File: config.mk
export PLATFORM = sky130hd
export DESIGN_NAME = adc_spi_cfg_master_flat
export DESIGN_NICKNAME = d
export VERILOG_FILES = /design/src/rtl/adc_spi_cfg_master_pkg.sv /design/src/rtl/adc_spi_cfg_master_if.sv /design/src/rtl/adc_spi_cfg_master_sclk_gen.sv /design/src/rtl/adc_spi_cfg_master.sv /design/src/flat_wrapper.sv
export SDC_FILE = /design/constraint.sdc
export NUM_CORES = 1
export LEC_CHECK = 0
export CAP_MARGIN = 20
export CORE_UTILIZATION = 51
export CTS_CLUSTER_DIAMETER = 60
export DETAILED_ROUTE_END_ITERATION = 7
export HOLD_SLACK_MARGIN = 0.08
export PLACE_DENSITY = 0.89
export REMOVE_ABC_BUFFERS = 1
export SYNTH_ARGS = -nofsm -noshare
export SYNTH_HDL_FRONTEND = slang
export SYNTH_SLANG_ARGS = --single-unit
File: constraint.sdc
create_clock -name clk_200m -period 2.3 [get_ports clk_200m]
set_clock_uncertainty 0.05 [all_clocks]
set_input_delay 0.23 -clock clk_200m [delete_from_list [all_inputs] [get_ports clk_200m]]
set_output_delay 0.23 -clock clk_200m [all_outputs]
set_load 0.01 [all_outputs]
File: src/rtl/adc_spi_cfg_master_pkg.sv
// Shared constants for the ADC SPI configuration master: one-hot FSM encoding
// and the 16-bit instruction header layout {rw, nbytes_m1, addr[12:0]}.
package adc_spi_pkg;

  localparam int STATE_W = 5;

  localparam logic [STATE_W-1:0] ST_IDLE     = 5'b00001;
  localparam logic [STATE_W-1:0] ST_CS_SETUP = 5'b00010;
  localparam logic [STATE_W-1:0] ST_HEADER   = 5'b00100;
  localparam logic [STATE_W-1:0] ST_DATA     = 5'b01000;
  localparam logic [STATE_W-1:0] ST_CS_HOLD  = 5'b10000;

  localparam int HDR_W      = 16;
  localparam int HDR_ADDR_W = 13;

  function automatic logic [HDR_W-1:0] make_header(input logic                  rw,
                                                   input logic [1:0]            nbytes_m1,
                                                   input logic [HDR_ADDR_W-1:0] addr13);
    return {rw, nbytes_m1, addr13};
  endfunction

endpackage

File: src/rtl/adc_spi_cfg_master_if.sv
// Request/response bus between the configuration sequencer (master) and the
// SPI configuration master block (slave), plus the FSM state for observation.
interface adc_spi_cfg_master_if
  import adc_spi_pkg::*;
#(
  parameter int ADDR_W    = 13,
  parameter int MAX_BYTES = 4
);
  // Handshake: start is a one-cycle request taken only while busy=0 and not in
  // the done cycle; busy stays high until the cycle done pulses, when it drops.
  logic                   start;
  logic                   rw;
  logic [1:0]             nbytes_m1;
  logic [ADDR_W-1:0]      addr;
  logic [8*MAX_BYTES-1:0] wdata;
  logic                   busy;
  logic                   done;
  logic [8*MAX_BYTES-1:0] rdata;
  logic [STATE_W-1:0]     dbg_state;

  modport master (
    output start, rw, nbytes_m1, addr, wdata,
    input  busy, done, rdata, dbg_state
  );

  modport slave (
    input  start, rw, nbytes_m1, addr, wdata,
    output busy, done, rdata, dbg_state
  );

endinterface

File: src/rtl/adc_spi_cfg_master_sclk_gen.sv
// SCLK phase generator: low for the first half of each CLK_DIV-cycle bit period,
// with last-phase (bit_end) and 3/4-period (sample) strobes; idles high when disabled.
module adc_spi_sclk_gen #(
  parameter int CLK_DIV = 200
) (
  input  logic clk,
  input  logic rst_n,
  input  logic en_i,
  output logic sclk_o,
  output logic bit_end_o,
  output logic sample_o
);

  localparam int PH_W = $clog2(CLK_DIV);
  localparam logic [PH_W-1:0] PH_LAST   = PH_W'(CLK_DIV - 1);
  localparam logic [PH_W-1:0] PH_HALF   = PH_W'(CLK_DIV / 2);
  localparam logic [PH_W-1:0] PH_SAMPLE = PH_W'((3 * CLK_DIV) / 4);

  logic [PH_W-1:0] phase_q, phase_d;

  // Held at zero while disabled so the first enabled cycle is phase 0 (falling edge).
  always_comb begin
    phase_d = '0;
    if (en_i && (phase_q != PH_LAST)) phase_d = phase_q + 1'b1;
  end

  always_ff @(posedge clk or negedge rst_n) begin
    if (!rst_n) phase_q <= '0;
    else        phase_q <= phase_d;
  end

  assign sclk_o    = !en_i || (phase_q >= PH_HALF);
  assign bit_end_o = en_i && (phase_q == PH_LAST);
  assign sample_o  = en_i && (phase_q == PH_SAMPLE);

endmodule

File: src/rtl/adc_spi_cfg_master.sv
// 3-wire SPI configuration master for AD9231-class ADCs: 16-bit header plus 1..MAX_BYTES
// data bytes per start pulse. Read support is built only with ADC_SPI_READBACK_EN defined.
module adc_spi_cfg_master
  import adc_spi_pkg::*;
#(
  parameter int CLK_DIV   = 200,
  parameter int ADDR_W    = 13,
  parameter int MAX_BYTES = 4
) (
  input  logic                  clk_200m,
  input  logic                  rst_n,
  adc_spi_cfg_master_if.slave   cfg,
  output logic                  spi_sclk,
  output logic                  spi_csb,
  output logic                  spi_sdio_o,
  output logic                  spi_sdio_oe,
  input  logic                  spi_sdio_i
);

  localparam int HALF   = CLK_DIV / 2;
  localparam int DATA_W = 8 * MAX_BYTES;
  localparam int SH_W   = HDR_W + DATA_W;
  localparam int CNT_W  = $clog2(SH_W);
  localparam int TMR_W  = $clog2(HALF);
  localparam logic [TMR_W-1:0] TMR_LAST = TMR_W'(HALF - 1);
  localparam logic [CNT_W-1:0] HDR_LAST = CNT_W'(HDR_W - 1);

  logic [STATE_W-1:0] state_q, state_d;
  logic [TMR_W-1:0]   tmr_q, tmr_d;
  logic [CNT_W-1:0]   bit_cnt_q;
  logic [CNT_W-1:0]   bit_last;
  logic [1:0]         nb_q;
  logic [SH_W-1:0]    sh_q;
  logic               done_q;

  logic               accept;
  logic               shifting;
  logic               hold_exit;
  logic               bit_end;
  logic               sample;
  logic               rw_eff;
  logic [HDR_ADDR_W-1:0] addr13;
  logic [DATA_W-1:0]  wdata_al;

  // Header address field is exactly 13 bits whatever the bus width.
  if (ADDR_W >= HDR_ADDR_W) begin : g_addr_trunc
    assign addr13 = cfg.addr[HDR_ADDR_W-1:0];
  end else begin : g_addr_ext
    assign addr13 = {{(HDR_ADDR_W-ADDR_W){1'b0}}, cfg.addr};
  end

`ifdef ADC_SPI_READBACK_EN
  assign rw_eff = cfg.rw;
`else
  assign rw_eff = 1'b0;
`endif

  // First data byte is the highest used lane; left-align it behind the header.
  assign wdata_al = cfg.wdata << (8 * (MAX_BYTES - 1 - int'(cfg.nbytes_m1)));

  assign accept    = (state_q == ST_IDLE) && cfg.start && !done_q;
  assign shifting  = (state_q == ST_HEADER) || (state_q == ST_DATA);
  assign hold_exit = (state_q == ST_CS_HOLD) && (tmr_q == TMR_LAST);
  assign bit_last  = CNT_W'(HDR_W + 8 * int'(nb_q) + 7);

  adc_spi_sclk_gen #(.CLK_DIV(CLK_DIV)) u_sclk_gen (
    .clk       (clk_200m),
    .rst_n     (rst_n),
    .en_i      (shifting),
    .sclk_o    (spi_sclk),
    .bit_end_o (bit_end),
    .sample_o  (sample)
  );

  always_comb begin
    state_d = state_q;
    case (state_q)
      ST_IDLE:     if (accept) state_d = ST_CS_SETUP;
      ST_CS_SETUP: if (tmr_q == TMR_LAST) state_d = ST_HEADER;
      ST_HEADER:   if (bit_end && (bit_cnt_q == HDR_LAST)) state_d = ST_DATA;
      ST_DATA:     if (bit_end && (bit_cnt_q == bit_last)) state_d = ST_CS_HOLD;
      ST_CS_HOLD:  if (tmr_q == TMR_LAST) state_d = ST_IDLE;
      default:     state_d = ST_IDLE;
    endcase
  end

  always_comb begin
    tmr_d = '0;
    if (((state_q == ST_CS_SETUP) || (state_q == ST_CS_HOLD)) && (tmr_q != TMR_LAST))
      tmr_d = tmr_q + 1'b1;
  end

  always_ff @(posedge clk_200m or negedge rst_n) begin
    if (!rst_n) begin
      state_q   <= ST_IDLE;
      tmr_q     <= '0;
      bit_cnt_q <= '0;
      nb_q      <= '0;
      sh_q      <= '1;
      done_q    <= 1'b0;
    end else begin
      state_q <= state_d;
      tmr_q   <= tmr_d;
      done_q  <= hold_exit;
      if (accept) begin
        bit_cnt_q <= '0;
        nb_q      <= cfg.nbytes_m1;
        sh_q      <= {make_header(rw_eff, cfg.nbytes_m1, addr13), wdata_al};
      end else if (bit_end) begin
        bit_cnt_q <= bit_cnt_q + 1'b1;
        sh_q      <= {sh_q[SH_W-2:0], 1'b1};
      end
    end
  end

`ifdef ADC_SPI_READBACK_EN
  logic              rw_q;
  logic [DATA_W-1:0] rx_q;
  logic [DATA_W-1:0] rdata_q;

  // rx_q is cleared per transaction so lanes above the last byte read back as 0.
  always_ff @(posedge clk_200m or negedge rst_n) begin
    if (!rst_n) begin
      rw_q    <= 1'b0;
      rx_q    <= '0;
      rdata_q <= '0;
    end else begin
      if (accept) begin
        rw_q <= cfg.rw;
        rx_q <= '0;
      end else if (rw_q && (state_q == ST_DATA) && sample) begin
        rx_q <= {rx_q[DATA_W-2:0], spi_sdio_i};
      end
      if (rw_q && hold_exit) rdata_q <= rx_q;
    end
  end

  assign spi_sdio_oe = !(rw_q && (state_q == ST_DATA));
  assign cfg.rdata   = rdata_q;
`else
  logic unused_rb;
  assign unused_rb   = ^{cfg.rw, spi_sdio_i, sample};
  assign spi_sdio_oe = 1'b1;
  assign cfg.rdata   = '0;
`endif

  assign spi_csb       = (state_q == ST_IDLE);
  assign spi_sdio_o    = shifting ? sh_q[SH_W-1] : 1'b1;
  assign cfg.busy      = (state_q != ST_IDLE);
  assign cfg.done      = done_q;
  assign cfg.dbg_state = state_q;

endmodule

File: src/flat_wrapper.sv
// flat-port wrapper written by rule: the top's interface ports become plain ports
module adc_spi_cfg_master_flat import adc_spi_pkg::*;
#(
  parameter int CLK_DIV   = 200,
  parameter int ADDR_W    = 13,
  parameter int MAX_BYTES = 4
)
  (clk_200m, rst_n, spi_sclk, spi_csb, spi_sdio_o, spi_sdio_oe, spi_sdio_i, cfg_start, cfg_rw, cfg_nbytes_m1, cfg_addr, cfg_wdata, cfg_busy, cfg_done, cfg_rdata, cfg_dbg_state);
  adc_spi_cfg_master_if #(.ADDR_W(ADDR_W), .MAX_BYTES(MAX_BYTES)) cfg_i ();
  input  logic clk_200m;
  input  logic rst_n;
  output logic spi_sclk;
  output logic spi_csb;
  output logic spi_sdio_o;
  output logic spi_sdio_oe;
  input  logic spi_sdio_i;
  input wire logic [$bits(cfg_i.start)-1:0] cfg_start;
  input wire logic [$bits(cfg_i.rw)-1:0] cfg_rw;
  input wire logic [$bits(cfg_i.nbytes_m1)-1:0] cfg_nbytes_m1;
  input wire logic [$bits(cfg_i.addr)-1:0] cfg_addr;
  input wire logic [$bits(cfg_i.wdata)-1:0] cfg_wdata;
  output wire logic [$bits(cfg_i.busy)-1:0] cfg_busy;
  output wire logic [$bits(cfg_i.done)-1:0] cfg_done;
  output wire logic [$bits(cfg_i.rdata)-1:0] cfg_rdata;
  output wire logic [$bits(cfg_i.dbg_state)-1:0] cfg_dbg_state;
  assign cfg_i.start = cfg_start;
  assign cfg_i.rw = cfg_rw;
  assign cfg_i.nbytes_m1 = cfg_nbytes_m1;
  assign cfg_i.addr = cfg_addr;
  assign cfg_i.wdata = cfg_wdata;
  assign cfg_busy = cfg_i.busy;
  assign cfg_done = cfg_i.done;
  assign cfg_rdata = cfg_i.rdata;
  assign cfg_dbg_state = cfg_i.dbg_state;
  adc_spi_cfg_master #(.CLK_DIV(CLK_DIV), .ADDR_W(ADDR_W), .MAX_BYTES(MAX_BYTES)) u_core (.clk_200m(clk_200m), .rst_n(rst_n), .cfg(cfg_i), .spi_sclk(spi_sclk), .spi_csb(spi_csb), .spi_sdio_o(spi_sdio_o), .spi_sdio_oe(spi_sdio_oe), .spi_sdio_i(spi_sdio_i));
endmodule
Yosys cells after proc, flatten, opt, wreduce, memory -nomap -nowiden
Cells that the tools add are included.
{"block": "classes", "n_reduce_logical": 15, "n_eq_ne": 17, "add_sub_neg": 6, "order_cmp": 1, "n_mux": 13, "shift": 1}
{"cell": "$mux W48", "n": 2}
{"cell": "$shl A32 B32 Y32", "n": 1}
{"cell": "$mux W5", "n": 5}
{"cell": "$pmux W5 S5", "n": 1}
{"cell": "$mux W6", "n": 2}
{"cell": "$add A8 B1 Y8 const B", "n": 1}
{"cell": "$eq A8 B8 Y1 const B", "n": 1}
{"cell": "$ge A8 B7 Y1 const B", "n": 1}
{"cell": "$logic_and A1 B1 Y1", "n": 8}
{"cell": "$mux W8", "n": 1}
{"cell": "$ne A8 B8 Y1 const B", "n": 1}
{"cell": "$add A7 B1 Y7 const B", "n": 1}
{"cell": "$eq A7 B7 Y1 const B", "n": 1}
{"cell": "$mux W7", "n": 1}
{"cell": "$ne A7 B7 Y1 const B", "n": 1}
{"cell": "$add A5 B5 Y6 const A", "n": 1}
{"cell": "$add A6 B1 Y6 const B", "n": 1}
{"cell": "$add A6 B4 Y6 const B", "n": 1}
{"cell": "$eq A6 B4 Y1 const B", "n": 1}
{"cell": "$eq A6 B6 Y1", "n": 1}
{"cell": "$ne A2 B2 Y1 const B", "n": 3}
{"cell": "$eq A5 B1 Y1 const B", "n": 1}
{"cell": "$eq A5 B2 Y1 const B", "n": 1}
{"cell": "$eq A5 B3 Y1 const B", "n": 1}
{"cell": "other kinds (10)", "n": 14}
{"block": "totals", "elab_cells": 60, "in_bits": 52, "reg_bits": 77}

Longest topological paths before layout
{"block": "depth", "depth_word": 6, "ltp_mapped": 7, "mapped_depth_nobuf": 5}

Hierarchy
Synthesis repeated with hierarchy kept, for this count alone.
{"block": "hier_totals", "hier_cells": 411, "area_unflattened_um2": 4667.0}
{"module": "adc_spi_cfg_master", "area_each_um2": 4145.2, "cells_each": 358, "seq_area_each_um2": 1788.0, "n_inst": 1}
{"module": "adc_spi_sclk_gen", "area_each_um2": 521.8, "cells_each": 53, "seq_area_each_um2": 200.2, "n_inst": 1}

Worst setup path before layout
Ideal clock, no wire load.
{"block": "synth_path", "path_kind": "register -> register", "startpoint": "reg u_core.u_sclk_gen.phase_q[0]", "endpoint": "reg u_core.sh_q[24]", "path_buffers": 3, "period_less_slack_ns": 1.888, "arrival_ns": 1.755, "required_time_ns": 2.167, "slack_ns": 0.412, "setup_ns": 0.083, "path_stages_with_launch": 8, "path_cell_list": "dfrtp_1 > ha_1 > and3_1 > and4_1 > buf_4 > buf_4 > buf_6 > a221o_1"}
{"block": "synth_between", "elab_chain_len": 3}
{"item": "start, declared", "line": "adc_spi_cfg_master_sclk_gen.sv:19", "source": "logic [PH_W-1:0] phase_q, phase_d;"}
{"item": "start signal, assigned", "line": "adc_spi_cfg_master_sclk_gen.sv:29", "source": "else phase_q <= phase_d;"}
{"item": "$eq A8 B8 Y1", "line": "adc_spi_cfg_master_sclk_gen.sv:33", "source": "assign bit_end_o = en_i && (phase_q == PH_LAST);"}
{"item": "$logic_and A1 B1 Y1", "line": "adc_spi_cfg_master_sclk_gen.sv:33"}
{"item": "$reduce_bool A2 Y1 (no line)"}
{"item": "end signal, assigned", "line": "adc_spi_cfg_master.sv:108", "source": "sh_q <= {make_header(rw_eff, cfg.nbytes_m1, addr13), wdata_al};"}
{"item": "end signal, assigned", "line": "adc_spi_cfg_master.sv:111", "source": "sh_q <= {sh_q[SH_W-2:0], 1'b1};"}
{"item": "end, declared", "line": "adc_spi_cfg_master.sv:33", "source": "logic [SH_W-1:0] sh_q;"}
No other way between the ends.
A chain may end at the register's enable or synchronous reset.

Worst setup path in the final report
{"block": "layout_path", "startpoint": "reg u_core.state_q[4] (netlist: u_core.cfg.dbg_state[4])", "endpoint": "out spi_sdio_o"}
{"block": "layout_between", "elab_chain_len": 3, "elab_cells_between_ends": 4, "classes_between": "eq/ne (2); mux (1); reduce/logical (1)"}
{"item": "start, declared", "line": "adc_spi_cfg_master.sv:28", "source": "logic [STATE_W-1:0] state_q, state_d;"}
{"item": "start signal, assigned", "line": "adc_spi_cfg_master.sv:102", "source": "state_q <= state_d;"}
{"item": "$eq A5 B3 Y1 or $eq A5 B4 Y1 (tied branches)", "line": "adc_spi_cfg_master.sv:62", "source": "assign shifting = (state_q == ST_HEADER) || (state_q == ST_DATA);"}
{"item": "$logic_or A1 B1 Y1 *", "line": "adc_spi_cfg_master.sv:62"}
{"item": "$mux W1 *", "line": "adc_spi_cfg_master.sv:148", "source": "assign spi_sdio_o = shifting ? sh_q[SH_W-1] : 1'b1;"}
{"item": "end, declared", "line": "flat_wrapper.sv:14", "source": "output logic spi_sdio_o;"}
Every way passes the cells marked *; elsewhere a longest branch is shown, timed or not.

==> results.md <==
* Post-synthesis cell area at roughly 4300 µm²
* Yosys reg bits at 77
* Logic pwr share at between 8 and 9%
* Clk slew on worst S/H paths at 0.08 ns
* Power Density at about 530 nW/µm²
* CP required at about 2.0 ns
* Sum of negative setup slack at 0 ns
* Maximum VDD drop at 0.350 mV
* Sequential share of the synthesized area at 46.2%
* Min cycle time layout at ~2.2 ns
* RSZ-0062 raised after global routing: no
* Fillers at approximately 660
* Crit-path slowest cell: dfrtp_1
* Max_slew headroom at 59.8%
* CP max FO at 8
* Worst setup SP type: flop
* Average via count per standard cell at 5.65
* Port bufs at between 50 and 60
* Initial Utilization at 52.6%
* Routed Antenna Nets at 0
* # DRC at 0
* Slowest stage delay, CP at between 0.5 and 0.6 ns
* Synth top area cells: dfstp_2, dfrtp_1, buf_4
* Hold Path Class: in2async
* Die height at ~94 µm
* Switch Pwr at about 0.6 mW
* Clk Latency, worst-skew pair at between 0.3 and 0.4 ns
* Syn avg cell area at roughly 10 µm²
* Max Slew Vio Count at 0
* First-pass GRT wire length at 14,700 µm
* NumNets Final at about 520
* Die area at 8810 µm²
* CP Class: reg2out
* Most frequent cells in the layout: clkdlybuf4s50_1, dfstp_2, nor2_1
* GR Util All Layers at between 20% and 30%
* CTS tree: yes
* Most common cell after layout, fill and taps aside: clkdlybuf4s50_1
* Part of the cycle the worst path needs at between 90% and 100%
* Ys Warns at 0
* CP endpoint kind: primary output
* Initial antenna violation count at 0
* GP Congestion at 0.795
* Vias in the first global route at around 3,100
* Max cap viols at 0
* Grt total ovfl at 0
* DRT iter0 DRCs at around 180
* Ports at 95
* Detailed Place HPWL at ~6000 µm
* Die width at around 94 µm
* Pint at between 2 and 2.5 mW
* Core Region at 8180 µm²
* Clock Power Share at 41.7%
* Num CTS Buffers at 9
* Crit path from: u_core.cfg.dbg_state[4]
* Post-synth top flop: dfstp_2
* Wire per inst at around 15 µm
* Net Sw Frac at between 20% and 30%
* Hold Violations, Final at 0
* Hold_ws at roughly 0.38 ns
* Sink Count at 77
* CTS root buffer: clkbuf_8
* Clock Path Buffers at 2
* Highest clock rate at around 450 MHz
* Critical Path AT at 1.92 ns
* Synth unique cells at 49
* Pre-Repair DR Iteration Count at 4
* Synth async-reset ratio at 100%
* Share of cells above drive strength 1 at ~22%
* EDFF count, synth at 0
* Slew @ Worst Pin at 0.603 ns
* H-tree depth at 3
* Synthesized instance count at around 400
* Tot Pwr at approximately 2.7 mW
* Site Rows at 33
* Cells along the critical path: nor3_4 > nand2_1 > or2_2 > clkdlybuf4s50_1
* Routed WL at 8840 µm
* Flop pwr share at around 50%
* Leak at ~2.3 nW
* Status: complete, no violations
* Final Setup Violations at 0
* Area share of the largest cell type after synthesis at approximately 30%
* FF-to-FF Start: u_core.u_sclk_gen.phase_q[5]
* P&R area growth vs syn at 19.5%
* Vias at ~3,300
* Dominant cell type by area after synthesis: dfstp_2
* Pin count of the biggest net entering global routing at 78
* Ant. Diodes at 0
==> cells by family after synthesis <==
kind of cell               after synthesis  synth area share [%]
and+or+nand+nor                        115                  13.6
AOI/OAI and AO/OA                      100                  18.0
DFF                                     77                  46.2
buffers and inverters                   68                  10.1
muxes                                   31                  7.67
xor gates and xnor gates                14                  3.02
adders and majority gates                4                  1.16
other                                    2                 0.174
==> power groups by stage <==
stage / sequential (mW) / combinational [mW] / clock [mW]
6_report: 1.36 / 0.231 / 1.14
5_1_grt: 1.36 / 0.254 / 1.22
4_1_cts: 1.36 / 0.232 / 1.16
3_5_place_dp: 1.38 / 0.229 / 0
3_3_place_gp: 1.38 / 0.227 / 0
2_1_floorplan: 1.38 / 0.0746 / 0
==> flip-flops by register name, indices dropped and copies added, names as in the netlist <==
register,flops
u_core.bit_cnt_q,6
u_core.cfg.dbg_state,5
u_core.cfg.done,1
u_core.nb_q,2
u_core.sh_q,48
u_core.tmr_q,7
u_core.u_sclk_gen.phase_q,8
==> cell usage after synthesis (all sizes together) (3+ instances only) <==
cell type,count
buf,54
dfstp,49
nor2,38
dfrtp,28
a221o,23
nand2,22
nand3,17
a21o,16
mux2,16
mux2i,15
a21oi,14
a22o,14
a211oi,8
a22oi,8
inv,8
xnor2,8
and3,7
o21ai,7
clkbuf,6
or3,6
xor2,6
nor3,5
ha,4
o211ai,4
nand3b,3
o2bb2ai,3
==> layout make-up <==
class                      instances  area (µm²)  area share, %
clock buffer                      14         195           3.79
tap                              105         131           2.55
multi-input combinational        297        2010           39.1
sequential                        77        1990           38.7
clock inverter                     2        35.0          0.681
timing repair buffer              74         748           14.5
inverter                           8        30.0          0.584
==> repair_timing <==
| action | 4_1_cts | 5_1_grt |
|---|---|---|
| hold buffers | 1 | 0 |
| gates resized for setup | 1 | 5 |
| pin swaps | 2 | 1 |
| buffers inserted | 2 | 0 |
| endpoints found under the hold margin | 28 | 0 |
| setup endpoints to repair | 2 | 3 |
==> layer usage <==
layer	part of all wire (%)	vias up	global-route usage, %
met2	48	113	35.0
met1	45	1602	29.1
met5	0	-	0
li1	-	1536	-
met3	5.0	11	2.99
met4	1.5	0	8.72
==> final timing paths <==
path                                                endpoint  depth (start not counted)  slack (ns)
worst min register to register               u_core.tmr_q[0]                          1        0.41
min in group clk_200m                        u_core.tmr_q[0]                          1        0.41
worst min-delay path            u_core.u_sclk_gen.phase_q[2]                          3        0.38
max in group asynchronous                     u_core.sh_q[7]                          3        1.46
worst max-delay path                              spi_sdio_o                          4        0.10
worst max register to register               u_core.sh_q[10]                          5        0.21
==> through the flow <==
step / setup slack [ns] / std cells / utilization (%) / cell area, µm²
5_1_grt: 0.00631 / 577 / 62.9 / 5140
3_3_place_gp: -0.0299 / 557 / 59.4 / 4850
6_report: 0.101 / 577 / 62.9 / 5140
4_1_cts: 0.00647 / 577 / 62.7 / 5130
2_1_floorplan: -0.574 / 382 / - / 4010
3_5_place_dp: 0.213 / 558 / 59.5 / 4870
==> critical path, delay by kind of cell (launching register included) <==
| family | cells | cell delay, ns |
|---|---|---|
| DFF | 1 | 0.51 |
| and+or+nand+nor | 3 | 0.60 |
| buffers and inverters | 1 | 0.47 |
Power figures use the tool's default switching activity.
